[src/rtl/gram_pkg.sv]
// Shared constants and types for the graphics RAM blitter.
package gram_pkg;

    // Frame buffer geometry, 1 bit per pixel, row-major.
    localparam int FB_W  = 160;
    localparam int FB_H  = 120;
    localparam int FB_AW = 15;

    // Raster operation applied between sprite pixel and frame buffer pixel.
    localparam logic [1:0] MODE_COPY = 2'b00;
    localparam logic [1:0] MODE_OR   = 2'b01;
    localparam logic [1:0] MODE_XOR  = 2'b10;
    localparam logic [1:0] MODE_CLR  = 2'b11;

    typedef enum logic [2:0] {
        ST_IDLE    = 3'd0,
        ST_WAIT_VB = 3'd1,
        ST_READ    = 3'd2,
        ST_WRITE   = 3'd3,
        ST_DONE    = 3'd4
    } blit_state_t;

endpackage

[src/rtl/gram_blitter_addr_gen.sv]
// Pixel walker for the blitter: row/col counters, sprite ROM and frame
// buffer address arithmetic, and the off-screen clip flag.
module blit_addr_gen #(
    parameter int FB_W   = gram_pkg::FB_W,
    parameter int FB_H   = gram_pkg::FB_H,
    parameter int FB_AW  = gram_pkg::FB_AW,
    parameter int SRC_AW = 8
) (
    input  logic              clk,
    input  logic              reset,
    input  logic              clear,
    input  logic              advance,
    input  logic              size_sel,
    input  logic [SRC_AW-1:0] src_base,
    input  logic [7:0]        dst_x,
    input  logic [6:0]        dst_y,
    output logic [SRC_AW-1:0] src_addr,
    output logic [FB_AW-1:0]  fb_addr,
    output logic              clip,
    output logic              last
);
    import gram_pkg::*;

    logic [3:0]  row;
    logic [3:0]  col;
    logic [3:0]  n_max;
    logic [7:0]  row_off;
    logic [8:0]  col_sum;
    logic [7:0]  row_sum;
    logic [17:0] fb_lin;

    assign n_max = size_sel ? 4'd15 : 4'd7;

    // Raster walk: col steps every pixel, row steps when col wraps.
    always_ff @(posedge clk) begin
        if (!reset || clear) begin
            row <= 4'd0;
            col <= 4'd0;
        end else if (advance) begin
            if (col == n_max) begin
                col <= 4'd0;
                row <= row + 4'd1;
            end else begin
                col <= col + 4'd1;
            end
        end
    end

    // Sprite row stride is N, so the row offset is row*8 or row*16.
    assign row_off  = size_sel ? {row, 4'b0000} : {1'b0, row, 3'b000};
    assign src_addr = src_base + SRC_AW'(row_off) + SRC_AW'(col);

    // Sums are kept wide enough that off-screen pixels never wrap back on screen.
    assign col_sum  = {1'b0, dst_x} + {5'b0, col};
    assign row_sum  = {1'b0, dst_y} + {4'b0, row};
    assign fb_lin   = 18'(row_sum) * 18'(FB_W) + 18'(col_sum);
    assign fb_addr  = fb_lin[FB_AW-1:0];

    assign clip = (col_sum >= 9'(FB_W)) || (row_sum >= 8'(FB_H));
    assign last = (col == n_max) && (row == n_max);

endmodule

[src/rtl/gram_blitter.sv]
// Sprite-to-frame-buffer blitter: latches a draw request, optionally waits
// for frame end, then does read/write pixel pairs over an N x N sprite.
//
// Handshake: start is a request pulse taken only in a cycle where the FSM is
// IDLE (busy==0 and done==0); the request fields are captured on that edge.
// busy is high from the cycle after acceptance until the last write; done
// pulses for one cycle after the last write with busy low; a start seen in the
// done cycle is dropped, the next cycle accepts again.
module gram_blitter #(
    parameter int FB_W        = gram_pkg::FB_W,
    parameter int FB_H        = gram_pkg::FB_H,
    parameter int FB_AW       = gram_pkg::FB_AW,
    parameter int SRC_AW      = 8,
    parameter int WAIT_VBLANK = 1
) (
    input  logic              clk,
    input  logic              reset,
    input  logic              start,
    input  logic              size_sel,
    input  logic [1:0]        mode,
    input  logic [SRC_AW-1:0] src_base,
    input  logic [7:0]        dst_x,
    input  logic [6:0]        dst_y,
    input  logic              screenEnd,
    output logic [SRC_AW-1:0] src_addr,
    input  logic              src_data,
    output logic [FB_AW-1:0]  fb_addr,
    input  logic              fb_rdata,
    output logic              fb_wdata,
    output logic              fb_wEn,
    output logic              busy,
    output logic              done,
    output logic [2:0]        state_dbg
);
    import gram_pkg::*;

    blit_state_t       state;
    blit_state_t       state_nxt;
    logic              accept;
    logic              req_size;
    logic [1:0]        req_mode;
    logic [SRC_AW-1:0] req_src;
    logic [7:0]        req_x;
    logic [6:0]        req_y;
    logic              clip;
    logic              last;
    logic              wen_q;

    assign accept = (state == ST_IDLE) && start;

    blit_addr_gen #(
        .FB_W   (FB_W),
        .FB_H   (FB_H),
        .FB_AW  (FB_AW),
        .SRC_AW (SRC_AW)
    ) u_addr_gen (
        .clk      (clk),
        .reset    (reset),
        .clear    (accept),
        .advance  (state == ST_WRITE),
        .size_sel (req_size),
        .src_base (req_src),
        .dst_x    (req_x),
        .dst_y    (req_y),
        .src_addr (src_addr),
        .fb_addr  (fb_addr),
        .clip     (clip),
        .last     (last)
    );

    // State register; reset abandons any blit in flight.
    always_ff @(posedge clk) begin
        if (!reset) state <= ST_IDLE;
        else        state <= state_nxt;
    end

    // Next-state logic: each pixel is one READ then one WRITE cycle.
    always_comb begin
        state_nxt = state;
        case (state)
            ST_IDLE:    if (start) state_nxt = (WAIT_VBLANK != 0) ? ST_WAIT_VB : ST_READ;
            ST_WAIT_VB: if (screenEnd) state_nxt = ST_READ;
            ST_READ:    state_nxt = ST_WRITE;
            ST_WRITE:   state_nxt = last ? ST_DONE : ST_READ;
            ST_DONE:    state_nxt = ST_IDLE;
            default:    state_nxt = ST_IDLE;
        endcase
    end

    // Request capture so the CPU may rewrite its registers mid-blit.
    always_ff @(posedge clk) begin
        if (!reset) begin
            req_size <= 1'b0;
            req_mode <= MODE_COPY;
            req_src  <= '0;
            req_x    <= 8'd0;
            req_y    <= 7'd0;
        end else if (accept) begin
            req_size <= size_sel;
            req_mode <= mode;
            req_src  <= src_base;
            req_x    <= dst_x;
            req_y    <= dst_y;
        end
    end

    // Write strobe is registered: set on the READ->WRITE edge for visible pixels.
    always_ff @(posedge clk) begin
        if (!reset) wen_q <= 1'b0;
        else        wen_q <= (state == ST_READ) && !clip;
    end

    // Raster-op mux; ROM and GRAM read data are valid during WRITE.
    always_comb begin
        fb_wdata = 1'b0;
        if (state == ST_WRITE) begin
            case (req_mode)
                MODE_COPY: fb_wdata = src_data;
                MODE_OR:   fb_wdata = src_data | fb_rdata;
                MODE_XOR:  fb_wdata = src_data ^ fb_rdata;
                default:   fb_wdata = 1'b0;
            endcase
        end
    end

    assign fb_wEn    = wen_q;
    assign busy      = (state != ST_IDLE) && (state != ST_DONE);
    assign done      = (state == ST_DONE);
    assign state_dbg = state;

endmodule

[config.mk]
export PLATFORM = sky130hd
export DESIGN_NAME = gram_blitter
export DESIGN_NICKNAME = d
export VERILOG_FILES = /design/src/rtl/gram_pkg.sv /design/src/rtl/gram_blitter_addr_gen.sv /design/src/rtl/gram_blitter.sv
export SDC_FILE = /design/constraint.sdc
export NUM_CORES = 1
export LEC_CHECK = 0
export ABC_AREA = 1
export CORE_UTILIZATION = 25
export DETAILED_ROUTE_END_ITERATION = 10
export PLACE_DENSITY_LB_ADDON = 0.12
export SYNTH_ARGS = -nofsm -noshare
export SYNTH_HDL_FRONTEND = slang
export SYNTH_SLANG_ARGS = --single-unit
[constraint.sdc]
create_clock -name clk -period 7.55 [get_ports clk]
set_clock_uncertainty 0.05 [all_clocks]
set_input_delay 1.8875 -clock clk [delete_from_list [all_inputs] [get_ports clk]]
set_output_delay 1.8875 -clock clk [all_outputs]
set_load 0.02 [all_outputs]
== Word-level counts from Yosys, hierarchy flattened ==
Index checks and enable logic that the tools add are counted.

* Output and inout bits: 30
* Memories kept: 0
* Word-level logic and storage cells: 54
* Memory bits (writable): 0
* Bits in latches: 0
* Register bits: 38
* ROM bits: 0

* Mux-type cells: 9
* Shift-type cells: 0
* Bitwise operators: 2
* Reduce and logical (&&, ||, !) cells: 13
* Add/subtract/negate cells: 7
* Div/mod/pow operators: 0
* $mul: 1
* Equality and inequality tests: 11
* $lt $le $gt $ge: 2

{| class="wikitable"
|+ Operators by type and width
! operator !! count
|-
| 15-bit by 9-bit adder with 15-bit output || 1
|-
| 3-bit one-hot mux with 4 select lines || 1
|-
| 8-bit by 3-bit multiplier with 10-bit output (second input constant) || 1
|-
| 8-bit by 4-bit adder with 9-bit output || 1
|-
| 9-bit by 8-bit greater-or-equal comparator with 1-bit output (second input constant) || 1
|-
| 3-bit two-way mux || 3
|-
| 4-bit by 1-bit adder with 4-bit output (second input constant) || 2
|-
| 7-bit by 4-bit adder with 8-bit output || 1
|-
| 8-bit by 4-bit adder with 8-bit output || 1
|-
| 8-bit adder || 1
|-
| 4-bit == test || 2
|-
| 8-bit by 7-bit greater-or-equal comparator with 1-bit output (second input constant) || 1
|-
| 4-bit two-way mux || 2
|-
| 8-bit two-way mux || 1
|-
| 3-bit by 2-bit == test with 1-bit output (second input constant) || 2
|-
| 1-bit logical AND || 4
|-
| 2-bit != test (second input constant) || 2
|-
| 2-bit AND reduction || 2
|-
| 3-bit by 1-bit == test with 1-bit output (second input constant) || 1
|-
| 3-bit == test (second input constant) || 1
|-
| 3-bit zero test || 1
|-
| 3-bit != test (second input constant) || 1
|-
| 1-bit one-hot mux with 3 select lines || 1
|-
| 3-bit nonzero test || 1
|-
| 8 further kinds || 10
|}

== Longest topological paths before layout ==
Gate-level depths: netlist (run 1).

* Depth after elaboration: 5
* Depth in mapped cells: 21
* Gate-level depth less buffers: 21

== Modules after synthesis ==
From an unflattened synthesis (run 1), not the netlist that was laid out.

* Cells, all modules: 525
* Area total of the unflattened synthesis: 3342.0 sq um

{| class="wikitable"
|+ Modules (own cells, without submodules)
! module !! seq. area each (sq um) !! cells an instance !! area an instance (sq um) !! instances
|-
| blit_addr_gen || 160.2 || 317 || 2001.9 || 1
|-
| gram_blitter || 600.6 || 208 || 1340.0 || 1
|}

== Worst setup path after synthesis (run 1) ==
No wires, ideal clock.

* Kind: register to output
* From: register u_addr_gen.row[0]
* To: output fb_addr[12]
* Stages on the path, launching flop included: 19
* Setup slack: 2.775 ns
* Data arrival time: 2.837 ns
* Cell sequence: dfxtp_1 ha_1 fa_1 nand3_1 nand2_1 nand2_2 nand2_1 inv_1 nor2_1 nor2_1 inv_1 fa_1 nor2_1 nand3_1 nand3_1 nand2_1 nor2_1 nor2_1 nor2_1

* Longest elaborated chain between the ends: 3

{| class="wikitable"
|+ Ends and longest elaborated chain
! item !! RTL line !! text
|-
| start: declaration || gram_blitter_addr_gen.sv:24 || <nowiki>logic [3:0] row;</nowiki>
|-
| start signal: assignment || gram_blitter_addr_gen.sv:42 || <nowiki>row <= row + 4'd1;</nowiki>
|-
| 7-bit by 4-bit adder with 8-bit output || gram_blitter_addr_gen.sv:55 || <nowiki>assign row_sum = {1'b0, dst_y} + {4'b0, row};</nowiki>
|-
| 8-bit by 3-bit multiplier with 10-bit output || gram_blitter_addr_gen.sv:56 || <nowiki>assign fb_lin = 18'(row_sum) * 18'(FB_W) + 18'(col_sum);</nowiki>
|-
| 15-bit by 9-bit adder with 15-bit output || gram_blitter_addr_gen.sv:56 ||
|-
| end: declaration || gram_blitter.sv:27 || <nowiki>output logic [FB_AW-1:0] fb_addr,</nowiki>
|}

Every way passes these cells.

== Worst setup path after layout (run 1) ==
* From: register u_addr_gen.row[2]
* To: output fb_addr[14]

Same word-level chain as after synthesis.

==> summary.txt, run 1 <==
Status
  – Outcome: finished, final reports clean

Timing
  – Setup WS post-layout: 1.75 ns
  – TNS Setup: 0 ns
  – Pins Over Slew Limit: 0
  – Final Cycle Share: 76.8%
  – Fmax achieved: 172 MHz
  – Slew headroom: 32.2%
  – Final hold viol count: 0
  – Setup-failing EPs final: 0
  – Tmin final: 5.80 ns
  – RSZ-0062 raised after global routing: no
  – Worst slew pin tran: 1.01 ns
  – Worst hold slack: 0.438 ns

Synthesis
  – Sequential-to-total area share from yosys stat: 24.6%
  – Async set-reset flop share out of synthesis: 0%
  – Post-Synth Adder-Cell Area: 19.3%
  – Seq cells post-synth: 38
  – Syn. warnings: 0
  – Syn Std Cell Area: 3090 sq um
  – Post-synthesis cell count: 455
  – Net Count, Synth: 531
  – Simple-gate share of the synthesized area: 30.2%
  – Netlist cell types: 34
  – Largest family of logic cells by synthesized area: simple AND/OR/NAND/NOR gates
  – Xor and xnor area share after synthesis: 5.66%
  – Syn Area/Cell: 6.80 sq um
  – Compound-Gate Fraction of Synth Area: 10.2%
  – Post-synth EDFFs: 0
  – Synth Flop Type: dfxtp_1
  – Mux share of post-synthesis cell area: 0%

Pwr
  – Maximum vdd drop: 0.0792 mV
  – Static Leakage: 1.99 nW
  – Clk pwr share: 38.2%
  – Int Pwr: 0.504 mW
  – Gate power share: 29.8%
  – Sw frac: 30.5%
  – Pwr dens: 180 nW/um^2
  – Reg power frac: 32.0%
  – Sw power: 0.221 mW

Cells and area
  – Layout area overhead: 30.3%
  – N_diodes: 0
  – Ratio of cells with drive above 1 in the final layout: 4.47%
  – Post-route cell area: 4030 sq um
  – Fin cells: 661
  – Nets: 589

Placement
  – DP Worst Slack: 2.02 ns
  – PortBufs: 61
  – Dpl cells: 653
  – Final Wtd Congestion: 0.782
  – HPWL after DPL: 6150 um
  – Area after detailed placement: 3840 sq um

Clock network
  – CTS sink count: 38
  – CTS buffer count: 5
  – Clock transition at the registers of the reported paths: 0.06 ns
  – Post-cts resize count: 0
  – Post-CTS setup buffers: 0
  – CTS Buffer Depth: 2
  – CTS tree: done
  – Post-CTS Hold Fix Bufs: 0
  – Root buf cell: clkbuf_16
  – CTS HTree Levels: 2
  – Clock Latency Late Sink: 0.28 ns

Critical path
  – CP Data Required Time: 5.61 ns
  – Critical path data arrival time: 3.86 ns
  – CP endpoint kind: output port
  – Slack of the worst reg-to-reg path: 5.46 ns
  – CP max FO: 5
  – Crit start category: flop
  – CP Class: reg2out

Floorplan
  – Die ar.: 12,800 sq um
  – DIE HEIGHT: 113 um
  – IO Pins: 62
  – Die Wd: 113 um
  – Core ar.: 12,000 sq um
  – Rows: 40
  – Initial Util: 25.7%

GRT
  – First-pass GRT wire length: 12,700 um
  – Total GRT Usage: 12.4%
  – Vias in the first global route: 2,810
  – Largest net degree at the start of global routing: 35
  – Initial antenna violation count: 0
  – Remaining Overflow, GRT: 0

Route
  – First DRT Iteration DRCs: 70
  – DRT Wirelength: 7610 um
  – Final ANT Viol Nets: 0
  – Via density: 4.43
  – DRC violations left: 0
  – Via count: 2,928
  – DRT Pass-1 Iters: 4
  – Drt wl/cell: 11.5 um

Flow run
  – Max-cap violations: 0

Worst hold path
  – Hold Path Class: reg2reg
## per-layer routing
metal  up-vias  global-route usage (%)  wire [um]
met5         -                       0          0
li1       1583                       -          -
met2        40                    22.3       3650
met1      1298                    15.1       3650
met3         7                    2.30        243
met4         0                    3.16         77
## worst max-delay path: stages, from the launching register on
cell             delay, ns
dfxtp_1               0.34
ha_1                  0.38
nand2_1               0.08
nand2_1               0.07
inv_1                 0.05
nand2_1               0.07
nand2_1               0.05
nand2_1               0.07
inv_1                 0.06
ha_1                  0.29
ha_1                  0.23
inv_1                 0.07
fa_1                  0.42
nor2_1                0.15
nand3_1               0.09
nand3_1               0.10
nand2_1               0.08
nor3_1                0.20
nand3_1               0.10
nand2_1               0.07
clkdlybuf4s50_1       0.59
## power by group through the flow
stage	clock [mW]	combinational [mW]	sequential, mW
global route	0.292	0.242	0.234
floorplan	0	0.139	0.233
global placement	0	0.218	0.236
finish	0.277	0.216	0.232
detailed placement	0	0.219	0.236
CTS	0.286	0.221	0.232
## cells in the mapped netlist (6+ instances only)
master	number	area, sq um
inv_2	6	22.5
nor2_1	65	244
xor2_1	15	131
nand2_1	87	327
dfxtp_1	38	761
a21oi_1	23	115
nand3_1	28	140
inv_1	64	240
nand4_1	10	62.6
ha_1	38	475
fa_1	6	120
o21ai_0	34	170
## final timing paths
kind / depth (start not counted) / from / end
setup / recovery: 20 / u_addr_gen.row[2] / fb_addr[14]
hold / removal: 2 / req_y[2] / req_y[2]
setup reg to reg: 6 / state_dbg[0] / u_addr_gen.row[2]
hold reg to reg: 2 / req_y[2] / req_y[2]
## cells in the final DEF, fill, tap and decap left out, drive strengths merged
cell and instances:
a211oi 1, a21oi 23, a41oi 1, and2 1, bufinv 2, clkbuf 5
clkdlybuf4s50 61, clkinv 1, dfxtp 38, fa 6, ha 38, inv 70
nand2 90, nand3 29, nand3b 4, nand4 10, nor2 67, nor2b 1
nor3 7, nor3b 1, nor4 1, o211ai 1, o21ai 35, or2 1
xnor2 5, xor2 15
## state kept, by name (all words and copies together), names as in the netlist
name	count
req_y	7
u_addr_gen.row	4
req_x	8
req_size	1
u_addr_gen.col	4
req_src	8
fb_wEn	1
req_mode	2
state_dbg	3
## cell type report
| type | count | area, sq um |
|---|---|---|
| Clock buffer | 5 | 125 |
| Clock inverter | 3 | 68.8 |
| Fill cell | 1353 | 7980 |
| Inverter | 70 | 263 |
| Multi-Input combinational cell | 337 | 2020 |
| Sequential cell | 38 | 761 |
| Tap cell | 147 | 184 |
| Timing Repair Buffer | 61 | 611 |
## through the flow
| stage | power (mW) | utilization [%] |
|---|---|---|
| global route | 0.769 | 33.6 |
| finish | 0.724 | 33.6 |
| CTS | 0.738 | 33.6 |
| global placement | 0.455 | 31.9 |
| detailed placement | 0.456 | 31.9 |
| floorplan | 0.372 | - |
## logic make-up after synthesis
group,Yosys count
XOR/XNOR,20
flip-flops,38
buffers and inverters,80
AND/OR/NAND/NOR,212
adder cells (fa/ha/maj),44
AO/OA/AOI/OAI,61
No activity file was read; power rests on OpenSTA's default activity.
==> run 2, diff against run 1 <==
- clock period: 7.55 -> 5.5 ns (I/O delays scaled with it)
==> run 2 against run 1 <==
Sequential cell count is the same. Clock-buffer cell count increased by 1. Worst hold slack lost 0.013 ns. Critical endpoint is now fb_addr[11].
==> summary.txt, run 2 (synthesis results as in run 1) <==
Pwr
  – Reg power frac: 33.6% (+1.6 points)
  – Static Leakage: 2.02 nW (+1.8%)
  – Pwr dens: 235 nW/um^2 (+31%)
  – Clk pwr share: 35.0% (-3.2 points)
  – Sw power: 0.302 mW (+37%)
  – Maximum vdd drop: 0.118 mV (+49%)
  – Int Pwr: 0.644 mW (+28%)
  – Sw frac: 31.9% (+1.4 points)
  – Gate power share: 31.4% (+1.6 points)

GRT
  – Total GRT Usage: 12.9% (+0.47 points)
  – Vias in the first global route: 2,922 (+4.0%)
  – Initial antenna violation count: 0 (unchanged)
  – Largest net degree at the start of global routing: 35 (unchanged)
  – First-pass GRT wire length: 13,400 um (+4.8%)
  – Remaining Overflow, GRT: 0 (unchanged)

Clock network
  – CTS buffer count: 5 (unchanged)
  – CTS Buffer Depth: 2 (unchanged)
  – Post-CTS Hold Fix Bufs: 0 (unchanged)
  – CTS HTree Levels: 2 (unchanged)
  – CTS sink count: 38 (unchanged)
  – Clock transition at the registers of the reported paths: 0.06 ns (about the same)
  – Clock Latency Late Sink: 0.28 ns (about the same)
  – Root buf cell: clkbuf_16
  – CTS tree: done

Timing
  – Worst slew pin tran: 0.635 ns (-0.379 ns)
  – Pins Over Slew Limit: 0 (unchanged)
  – Final hold viol count: 0 (unchanged)
  – Setup-failing EPs final: 0 (unchanged)
  – Final Cycle Share: 90.7%
  – TNS Setup: 0 ns (unchanged)
  – Fmax achieved: 200 MHz
  – Tmin final: 4.99 ns
  – RSZ-0062 raised after global routing: no
  – Setup WS post-layout: 0.511 ns (-1.24 ns)
  – Slew headroom: 57.6% (+25 points)

Cells and area
  – Ratio of cells with drive above 1 in the final layout: 4.66% (+0.19 points)
  – Nets: 590 (+0.17%)
  – Biggest regs: req_src: 8 flops, req_x: 8 flops, req_y: 7 flops
  – Final Core Density: 33.5% (-0.062 points)
  – Most common cell after layout, fill and taps aside: nand2_1
  – N_diodes: 0 (unchanged)
  – Layout area overhead: 30.1%
  – Most frequent cells in the layout: nand2_1 (87), nor2_1 (65), inv_1 (64)

Critical path
  – CP endpoint kind: output port
  – R2R cell count: 6 (unchanged)
  – CP Class: reg2out
  – CP Data Required Time: 4.07 ns (-1.54 ns)
  – Slack of the worst reg-to-reg path: 3.37 ns (-2.09 ns)
  – Critical path data arrival time: 3.56 ns (-0.30 ns)
  – Crit start category: flop
  – CP max FO: 5 (unchanged)

Route
  – Via density: 4.42 (-0.29%)
  – Final ANT Viol Nets: 0 (unchanged)
  – First DRT Iteration DRCs: 58 (-17%)
  – DRT Wirelength: 7800 um (+2.5%)
  – Via count: 2,924 (-0.14%)
  – Drt wl/cell: 11.8 um (+2.3%)
  – DRC violations left: 0 (unchanged)
  – DRT Pass-1 Iters: 5 (+1)

Floorplan
  – DIE HEIGHT: 113 um (unchanged)
  – Core ar.: 12,000 sq um (unchanged)
  – Initial Util: 25.7% (unchanged)
  – Rows: 40 (unchanged)
  – IO Pins: 62 (unchanged)
  – Die Wd: 113 um (unchanged)
  – Die ar.: 12,800 sq um (unchanged)

Status
  – Outcome: finished, final reports clean

Flow run
  – Max-cap violations: 0 (unchanged)

Worst hold path
  – Hold Path Class: reg2reg
  – Hold depth: 2 (unchanged)

Placement
  – Final Wtd Congestion: 0.762 (-2.6%)
  – PortBufs: 61 (unchanged)
  – HPWL after DPL: 6160 um (+0.18%)
  – DP Worst Slack: 0.498 ns (-1.52 ns)
run 2: repair_timing:
item / 4_1_cts / 5_1_grt
resized for setup: 0 / 4
setup buffers: 0 / 0
endpoints found under the hold margin: 0 / 0
setup endpoints to repair: 0 / 3
run 2: worst max-delay path, stage by stage (launching register included):
cell	delay [ns]
dfxtp_1	0.35
ha_1	0.24
fa_1	0.41
nand3_1	0.12
nand2_1	0.07
nand2_2	0.09
nand2_1	0.09
inv_1	0.08
nor2_1	0.04
nor2_1	0.14
inv_1	0.08
fa_1	0.44
inv_1	0.11
nand2_1	0.06
nand2_1	0.06
inv_1	0.06
nand3_1	0.11
xor2_1	0.14
clkdlybuf4s50_1	0.61
run 2: worst paths after layout:
| path | start | end |
|---|---|---|
| worst min register to register | req_x[6] | req_x[6] |
| worst max register to register | state_dbg[2] | u_addr_gen.col[1] |
| worst min-delay path | req_x[6] | req_x[6] |
| worst max-delay path | u_addr_gen.row[0] | fb_addr[11] |
run 2: through the flow:
| step | instance area, sq um | total power, mW | hold WS (ns) | std cells |
|---|---|---|---|---|
| 3_3_place_gp | 3840 | 0.625 | 0.425 | 654 |
| 3_5_place_dp | 3840 | 0.625 | 0.419 | 654 |
| 6_report | 4020 | 0.946 | 0.425 | 662 |
| 4_1_cts | 4010 | 0.963 | 0.428 | 662 |
| 5_1_grt | 4020 | 1.01 | 0.457 | 662 |
| 2_1_floorplan | 3090 | 0.510 | 0.395 | 455 |
run 2: final cells by class:
class	instances	area (sq um)
inverters	70	263
repair buffers	62	626
fillers	1338	7990
clock buffers	6	129
flip-flops and latches	38	761
well taps	147	184
clock inverters	2	37.5
multi-input cells	337	2020
run 2: metal layers:
metal	vias to the layer above	global-route usage, %	wire length, um
li1	1580	-	-
met1	1286	16.1	3760
met2	54	23.0	3710
met3	4	2.30	275
met4	0	2.63	51
met5	-	0	0
run 2: power by group through the flow:
stage / clock (mW) / combinational, mW / sequential [mW]
after detailed placement: 0 / 0.301 / 0.325
final: 0.331 / 0.297 / 0.318
after floorplan: 0 / 0.191 / 0.319
after global placement: 0 / 0.300 / 0.325
after CTS: 0.341 / 0.303 / 0.319
after global routing: 0.355 / 0.333 / 0.322
